### config.mk
export PLATFORM = sky130hd
export DESIGN_NAME = oldland_exc_ctrl
export DESIGN_NICKNAME = d
export VERILOG_FILES = /design/src/rtl/oldland_exc_ctrl.sv
export SDC_FILE = /design/constraint.sdc
export NUM_CORES = 1
export LEC_CHECK = 0
export CORE_ASPECT_RATIO = 1.4
export CORE_MARGIN = 5
export CORE_UTILIZATION = 42
export DETAILED_ROUTE_END_ITERATION = 8
export GPL_TIMING_DRIVEN = 0
export PLACE_DENSITY = 0.86
export SYNTH_ARGS = -nofsm -noshare
export SYNTH_HDL_FRONTEND = slang
export SYNTH_SLANG_ARGS = --single-unit
### constraint.sdc
create_clock -name clk -period 6.25 [get_ports clk]
set_input_delay 1.25 -clock clk [delete_from_list [all_inputs] [get_ports clk]]
set_output_delay 1.25 -clock clk [all_outputs]
set_load 0.03 [all_outputs]
### src/rtl/oldland_exc_ctrl.sv
// Exception/IRQ entry sequencer for the Oldland pipeline: arbitrates aborts, illegal
// instructions and IRQs, drains the pipeline, pulses entry into execute and redirects fetch.
module oldland_exc_ctrl #(
    parameter int DRAIN_CYCLES = 2,
    parameter int CNT_W        = 4
) (
    input  logic        clk,
    input  logic        rst,
    input  logic        irq_req,
    input  logic        irqs_enabled,
    input  logic        dbg_halt,
    input  logic        data_abort,
    input  logic [31:0] data_pc_plus_4,
    input  logic        instr_abort,
    input  logic        illegal_instr,
    input  logic        i_valid,
    input  logic [31:0] dec_pc_plus_4,
    input  logic [31:0] irq_pc,
    input  logic [25:0] vector_base,
    input  logic        redirect_ack,
    output logic        flush,
    output logic        busy,
    output logic        exception_start,
    output logic        irq_start,
    output logic        exception_disable_irqs,
    output logic [31:0] irq_fault_address,
    output logic        redirect_valid,
    output logic [31:0] redirect_pc,
    output logic [2:0]  exc_cause
);

    typedef enum logic [1:0] {IDLE, DRAIN, ENTER, REDIRECT} state_t;

    localparam logic [2:0] CAUSE_NONE    = 3'd0;
    localparam logic [2:0] CAUSE_ILLEGAL = 3'd1;
    localparam logic [2:0] CAUSE_IRQ     = 3'd3;
    localparam logic [2:0] CAUSE_IABORT  = 3'd4;
    localparam logic [2:0] CAUSE_DABORT  = 3'd5;
    localparam logic [CNT_W-1:0] DRAIN_LOAD = CNT_W'(DRAIN_CYCLES - 1);

    state_t           state;
    logic [CNT_W-1:0] cnt;
    logic             from_enter;
    logic             irq_hold;
    logic             load;
    logic [2:0]       new_cause;
    logic [31:0]      new_fault;

    function automatic logic [5:0] vec_offset(input logic [2:0] cause);
        case (cause)
            CAUSE_ILLEGAL: vec_offset = 6'h04;
            CAUSE_IRQ:     vec_offset = 6'h0c;
            CAUSE_IABORT:  vec_offset = 6'h10;
            CAUSE_DABORT:  vec_offset = 6'h14;
            default:       vec_offset = 6'h00;
        endcase
    endfunction

    // irq_hold masks IRQ for the first IDLE cycle after a fast return, while
    // execute's irqs_enabled has not yet caught up with exception_disable_irqs.
    always_comb begin
        new_cause = CAUSE_NONE;
        new_fault = irq_pc;
        if (data_abort) begin
            new_cause = CAUSE_DABORT;
            new_fault = data_pc_plus_4;
        end else if (instr_abort && i_valid) begin
            new_cause = CAUSE_IABORT;
            new_fault = dec_pc_plus_4;
        end else if (illegal_instr && i_valid) begin
            new_cause = CAUSE_ILLEGAL;
            new_fault = dec_pc_plus_4;
        end else if (irq_req && irqs_enabled && !dbg_halt && !irq_hold) begin
            new_cause = CAUSE_IRQ;
            new_fault = irq_pc;
        end
    end

    // A data abort during drain belongs to an older instruction and takes over.
    assign load = ((state == IDLE) && (new_cause != CAUSE_NONE)) ||
                  ((state == DRAIN) && data_abort && (exc_cause != CAUSE_DABORT));

    assign busy = (state != IDLE);

    always_ff @(posedge clk or posedge rst) begin
        if (rst) begin
            state                  <= IDLE;
            cnt                    <= '0;
            from_enter             <= 1'b0;
            irq_hold               <= 1'b0;
            flush                  <= 1'b0;
            exception_start        <= 1'b0;
            irq_start              <= 1'b0;
            exception_disable_irqs <= 1'b0;
            redirect_valid         <= 1'b0;
            redirect_pc            <= '0;
            irq_fault_address      <= '0;
            exc_cause              <= CAUSE_NONE;
        end else begin
            exception_start        <= 1'b0;
            irq_start              <= 1'b0;
            exception_disable_irqs <= 1'b0;
            irq_hold               <= 1'b0;
            from_enter             <= (state == ENTER);
            if (load) begin
                exc_cause         <= new_cause;
                redirect_pc       <= {vector_base, vec_offset(new_cause)};
                irq_fault_address <= new_fault;
                cnt               <= DRAIN_LOAD;
                flush             <= 1'b1;
                state             <= DRAIN;
            end else begin
                case (state)
                    IDLE: ;
                    DRAIN: begin
                        if (cnt == '0) begin
                            state                  <= ENTER;
                            exception_start        <= (exc_cause != CAUSE_IRQ);
                            irq_start              <= (exc_cause == CAUSE_IRQ);
                            exception_disable_irqs <= 1'b1;
                            redirect_valid         <= 1'b1;
                        end else begin
                            cnt <= cnt - CNT_W'(1);
                        end
                    end
                    ENTER: begin
                        flush <= 1'b0;
                        if (redirect_ack) begin
                            redirect_valid <= 1'b0;
                            irq_hold       <= 1'b1;
                            state          <= IDLE;
                        end else begin
                            state <= REDIRECT;
                        end
                    end
                    REDIRECT: begin
                        if (redirect_ack) begin
                            redirect_valid <= 1'b0;
                            irq_hold       <= from_enter;
                            state          <= IDLE;
                        end
                    end
                    default: state <= IDLE;
                endcase
            end
        end
    end

endmodule

==> results of run 1 <==
final timing paths:
kind	cells after the start	from	endpoint	slack, ns
hold / removal	1	redirect_pc[3]	redirect_pc[3]	0.50
hold reg to reg	1	redirect_pc[3]	redirect_pc[3]	0.50
max in group asynchronous	3	rst	exc_cause[2]	4.37
setup / recovery	6	data_abort	irq_fault_address[8]	3.21
setup reg to reg	5	state[0]	irq_fault_address[8]	4.24
min in group asynchronous	2	rst	irq_fault_address[29]	1.30
synth_stat cells:
cell type,n
mux2_1,1
or3b_2,1
nor4_1,1
conb_1,1
nor3_1,4
and2_1,2
buf_6,6
o21ai_0,34
nor2b_1,2
buf_4,4
xnor2_1,1
mux2_4,26
or2_2,1
ha_1,2
a211oi_1,1
buf_2,3
and4b_1,1
mux2i_1,34
o21ai_2,1
xor2_1,2
inv_1,10
nand2_1,38
a21o_1,1
o22a_1,2
clkbuf_1,7
nand3_1,4
a21oi_4,1
dfrtp_1,77
a211o_1,1
a21oi_1,4
a31o_2,1
nor2_1,8
mux2_2,31
worst register-to-register path, stage by stage, from the launching register on:
cell	delay [ns]
dfrtp_1	0.42
and4b_1	0.21
a211o_1	0.38
a21oi_4	0.31
buf_6	0.22
mux2_2	0.35
logic make-up (layout without fill, tap and decap cells):
family	Yosys count	after routing	share of synthesized area, %
AO/OA/AOI/OAI	46	46	7.01
XOR/XNOR	3	3	0.695
adder cells (fa/ha/maj)	2	2	0.661
buffers and inverters	30	247	4.66
flip-flops	77	77	50.9
multiplexers	92	92	28.8
other	1	3	0.0991
AND/OR/NAND/NOR	62	62	7.11
routing by layer:
metal / GRT usage, % / vias to the layer above
li1: - / 1509
met3: 5.15 / 30
met2: 36.5 / 143
met4: 10.8 / 0
met1: 22.6 / 1541
met5: 0 / -
registers in the layout, indices dropped and copies added (netlist names):
| register | flops |
|---|---|
| irq_hold | 1 |
| redirect_pc | 29 |
| flush | 1 |
| from_enter | 1 |
| irq_start | 1 |
| redirect_valid | 1 |
| cnt | 4 |
| exception_start | 1 |
| irq_fault_address | 32 |
| state | 2 |
| exc_cause | 3 |
| exception_disable_irqs | 1 |
power groups by stage:
stage | sequential, W | combinational, W | clock [W]
2_1_floorplan | 0.00130 | 0.000611 | 0
3_3_place_gp | 0.000870 | 0.00167 | 0
3_5_place_dp | 0.000886 | 0.00171 | 0
4_1_cts | 0.000884 | 0.00172 | 0.000598
5_1_grt | 0.000912 | 0.00179 | 0.000614
6_report | 0.000884 | 0.00170 | 0.000586
final cells by class:
type	count	area [µm²]
Fill cell	659	2630
Timing Repair Buffer	202	2030
Multi-Input combinational cell	208	1690
Inverter	10	40.0
Clock inverter	6	113
Clock buffer	9	225
Buffer	20	139
Tap cell	107	134
Sequential cell	77	1930
metrics by stage:
stage | setup WS, ns | hold slack, ns
after global placement | 1.89 | 0.473
after floorplan | 3.03 | 0.476
final | 3.21 | 0.497
after global routing | 3.15 | 0.512
after CTS | 3.18 | 0.502
after detailed placement | 2.86 | 0.489
==> results.md, run 1 <==
- Vias in the first global route: ~3.6k
- Mapped Area: 3780 µm²
- Syn Inst Count: about 310
- Share of the synthesized area in the top cell type: approximately 50%
- GRT Residual Overflow: 0
- CP Launch Type: primary input
- PwrDens: approximately 500 nW/µm²
- Static Leak: about 2.8 nW
- Crit. End Element: flip-flop
- CTS root buf: clkbuf_16
- Hold Crit Class: reg2reg
- Most frequent cells in the layout: clkdlybuf4s50_1 (201), dfrtp_1 (77), nand2_1 (38), mux2i_1 (34), o21ai_0 (34)
- Avg WL per Cell: roughly 18 µm
- Starting DRT DRC Count: 74
- Power after layout: ~0.0032 W
- CP required: around 6.5 ns
- Top sig layer: met4
- Post-CTS Resized: 0
- Initial antenna violation count: 0
- Crit path kind: in2reg
- I/O Pins: roughly 210
- Max IR drop VDD: ~0.00036 V
- Area delta synth->final: 66.4%
- Synth area leaders: dfrtp_1 (51%), mux2_4 (10%), mux2_2 (9.2%), mux2i_1 (9.0%), o21ai_0 (4.5%)
- Clock skew: about 0.0059 ns
- Syn_area_per_cell: around 12 µm²
- CTS Buf Count: 9
- Final Non-Filler Cells: between 600 and 700
- Finished Core Util: 70.5%
- #FFs+latches synth: between 70 and 80
- Sw Share: between 30% and 40%
- DRC: 0
- Final wirelength: ~11 mm
- Pin count of the biggest net entering global routing: 47
- Post-layout instance area: 6300 µm²
- Inst Count DP: around 620
- Synth unique cells: 33
- Final setup TNS: 0 ns
- Period minus WS final: about 3 ns
- Final setup fails: 0
- Internal Power: around 0.0020 W
- Bufs and invs on worst path: 3
- Diodes inserted: 0
- Metal3 WL: around 760 µm
- Max Cap Viol: 0
- Final Max Slew Viols: 0
- Clock transition at path regs: 0.06 ns
- Total Routing Usage GR: 20.6%
- Fraction of layout cells with a size suffix above 1: about 17%
- CTS sink cnt: 77
- CP Cell Sequence: clkdlybuf4s50_1 > inv_1 > a211o_1 > a21oi_4 > buf_6 > mux2_2
- Initial core utilization: between 40% and 50%
- Max frequency: between 300 and 400 MHz
- Reg power frac: approximately 28%
- Clk pwr share: between 10% and 20%
- CTS tree: yes
- Die height: 122 µm
- Hold buffers post-CTS: 0
- Crit Path Max Fanout: 10
- Seq/Total Area, Yosys: between 50% and 60%
- Final Wtd Congestion: between 0.7 and 0.8
- Met1 wire length: about 4.2 mm
- Delay-heaviest family, CP: buffers and inverters
- Nets: about 660
- Post-route ant nets: 0
- Met2 WL: just over 6 mm
- First-pass DRT Iterations: 4
- Die X: 90.2 µm
- Final Cycle Share: between 40% and 50%
- Slowest cell delay on critical path: approximately 0.6 ns
- Global-route wire length before repair: between 15 and 20 mm
- I/O Buffers: ~200
- Die area: 11000 µm²
- RSZ-0062 raised after global routing: false
- Via Count: around 3.2k
- Run status: finished, final reports clean
- Skew-Pair Late Insertion Delay: 0.32 ns
- Sw Pwr: roughly 0.0012 W
- Combinational cell fraction of total power: a little over half
- Placed Area: ~6000 µm²
- Drt via density: 5.04
- CP arrival: between 3 and 4 ns
- CORE AREA: 8930 µm²
- Slowest cell on crit path: clkdlybuf4s50_1
- Post-CTS setup buffer count: 0
- CTS H-tree lvls: 3
- CTS Buffer Depth: 2
- Yosys warns: 0
- Commonest non-fill, non-tap cell in the layout: clkdlybuf4s50_1
- Hpwl dp: between 9 and 10 mm
- Num rows: approximately 40
- Area leader, netlist: dfrtp_1
- Final Hold Vio Count: 0
No activity file was read; power rests on OpenSTA's default activity.
==> run 2, diff against run 1 <==
CORE_UTILIZATION = 36   (was 42)
PLACE_DENSITY = 0.78   (was 0.86)
clock period = 2.7 ns   (was 6.25 ns; I/O delays follow)
==> run 2 against run 1 <==
Register-to-register slack got worse by 3.6 ns; sequential power increased by 130%; die area increased by 15%; clock skew about the same; global-route usage decreased by 2.6 points; final cell count increased by 4.9%.
==> results.md, run 2 (synthesized netlist as in run 1, its figures left out) <==
- Initial core utilization: 36.6% (-5.8 points)
- CTS Buffer Depth: 2 (unchanged)
- Placed Area: 6000 µm² (+0.65%)
- Post-CTS Resized: 0 (unchanged)
- Die area: 12700 µm² (+15%)
- CTS sink cnt: 77 (unchanged)
- Post-CTS setup buffer count: 0 (unchanged)
- CP Cell Sequence: clkdlybuf4s50_1 > inv_1 > a211o_1 > a21oi_4 > buf_6 > mux2_2
- Crit Path Max Fanout: 10 (unchanged)
- CP Launch Type: primary input
- Run status: finished, final reports clean
- Largest Register: irq_fault_address
- Starting DRT DRC Count: 73 (-1.4%)
- Skew-Pair Late Insertion Delay: 0.33 ns (about the same)
- CP required: 2.91 ns (-3.54 ns)
- Slowest cell on crit path: clkdlybuf4s50_1
- Die height: 131 µm (+7.4%)
- Clock transition at path regs: 0.06 ns (about the same)
- Hold Crit Class: reg2reg
- CTS Buf Count: 9 (unchanged)
- Num rows: 44 (+7.3%)
- Most frequent cells in the layout: clkdlybuf4s50_1 (201), dfrtp_1 (77), nand2_1 (38), mux2i_1 (34), o21ai_0 (34)
- I/O Buffers: 201 (unchanged)
- Max IR drop VDD: 0.000727 V (+100%)
- Final Wtd Congestion: 0.906 (+16%)
- Static Leak: 2.84 nW (-0.26%)
- Post-route ant nets: 0 (unchanged)
- CTS H-tree lvls: 3 (unchanged)
- Period minus WS final: 2.31 ns
- Crit. End Element: flip-flop
- DRC: 0 (unchanged)
- Delay-heaviest family, CP: buffers and inverters
- Area delta synth->final: 66.8%
- Via Count: 3179 (-1.4%)
- Clock skew: 0.00616 ns (+0.000271 ns)
- R2r startpoint: state[0]
- Final Cycle Share: between 80% and 90%
- Hpwl dp: 9.02 mm (-2.2%)
- Final setup TNS: 0 ns (unchanged)
- Hold buffers post-CTS: 0 (unchanged)
- Initial antenna violation count: 0 (unchanged)
- Drt via density: 4.74 (-5.9%)
- Slowest cell delay on critical path: 0.54 ns (-0.06 ns)
- Max frequency: between 400 and 500 MHz
- Global-route wire length before repair: 18.2 mm (+1.1%)
- Nets: 662 (unchanged)
- Max FFs per register: 32 (unchanged)
- Pin count of the biggest net entering global routing: 44 (-6.4%)
- CP arrival: 2.52 ns (-0.72 ns)
- Bufs and invs on worst path: 3 (unchanged)
- I/O Pins: 205 (unchanged)
- Fraction of layout cells with a size suffix above 1: 17.3% (unchanged)
- Inst Count DP: 655 (+5.0%)
- Critical Path Start: data_abort
- Crit path kind: in2reg
- Worst Tran Pin Value: between 0.5 and 0.6 ns
- Final Non-Filler Cells: 670 (+4.9%)
- Vias in the first global route: 3577 (+0.65%)
- First-pass DRT Iterations: 4 (unchanged)
- Final Max Slew Viols: 0 (unchanged)
- CTS tree: yes
- CORE AREA: 10300 µm² (+16%)
- Total Routing Usage GR: 17.9% (-2.6 points)
- Largest registers: irq_fault_address x32, redirect_pc x29, cnt x4
- Relative slew slack: about two thirds
- Worst hold slack: 0.491 ns (-0.00617 ns)
- Avg WL per Cell: 17.1 µm (-4.8%)
- CTS root buf: clkbuf_16
- Final Hold Vio Count: 0 (unchanged)
- Finished Core Util: 61.0% (-9.6 points)
- RSZ-0062 raised after global routing: false
- Post-layout instance area: 6310 µm² (+0.24%)
- Diodes inserted: 0 (unchanged)
- Final wirelength: 11.4 mm (-0.22%)
- GRT Residual Overflow: 0 (unchanged)
- Max Cap Viol: 0 (unchanged)
- Final setup fails: 0 (unchanged)
- PwrDens: 1150 nW/µm² (+130%)
- Commonest non-fill, non-tap cell in the layout: clkdlybuf4s50_1
- Die X: 96.6 µm (+7.1%)
- Hold Startpoint: irq_fault_address[7]
==> run 2: cell count changes in the layout (fill, tap and decap cells not counted), sizes merged <==
cell,change
bufinv,-1
clkbuf,+1
==> run 2: path summary, 6_finish.rpt <==
check                                         to  slack [ns]  cells after the start
setup / recovery            irq_fault_address[8]        0.39                      6
hold / removal              irq_fault_address[7]        0.49                      1
max in group asynchronous  irq_fault_address[28]        1.54                      3
setup reg to reg            irq_fault_address[8]        0.63                      5
min in group asynchronous        redirect_pc[25]        0.58                      2
hold reg to reg             irq_fault_address[7]        0.49                      1
==> run 2: final cells by class <==
type | instances | area [µm²]
Buffer | 20 | 139
Clock buffer | 10 | 239
Clock inverter | 5 | 75.1
Fill cell | 885 | 4040
Inverter | 10 | 40.0
Multi-Input combinational cell | 208 | 1690
Sequential cell | 77 | 1930
Tap cell | 138 | 173
Timing Repair Buffer | 202 | 2030
==> run 2: layer usage <==
| layer | part of all wire (%) | up-vias | track usage, % |
|---|---|---|---|
| met5 | 0 | - | 0 |
| met4 | 1.9 | 0 | 6.48 |
| li1 | - | 1512 | - |
| met1 | 39 | 1514 | 18.9 |
| met2 | 52 | 136 | 33.1 |
| met3 | 6.9 | 17 | 5.73 |
==> run 2: worst register-to-register path, delay by kind of cell (launching register included) <==
kind | cells | cell delay, ns
buffers and inverters | 1 | 0.22
AO/OA/AOI/OAI | 2 | 0.73
AND/OR/NAND/NOR | 1 | 0.22
flip-flops | 1 | 0.44
multiplexers | 1 | 0.34
==> run 2: stage by stage <==
step	total power [W]	setup slack (ns)
2_1_floorplan	0.00443	0.193
3_3_place_gp	0.00591	-1.01
3_5_place_dp	0.00601	0.0241
4_1_cts	0.00733	0.371
5_1_grt	0.00760	0.298
6_report	0.00724	0.390
==> run 2: where the power goes <==
| part | internal, W | switching, W |
|---|---|---|
| Combinational | 0.00195 | 0.00198 |
| Clock | 0.000824 | 0.000447 |
| Sequential | 0.00172 | 0.000321 |
| Total | 0.00449 | 0.00275 |
==> run 3, diff against run 2 <==
CAP_MARGIN = 15   (was default)
==> results of run 3 <==
The final DEF is identical to that of run 2; final timing and power are the same.
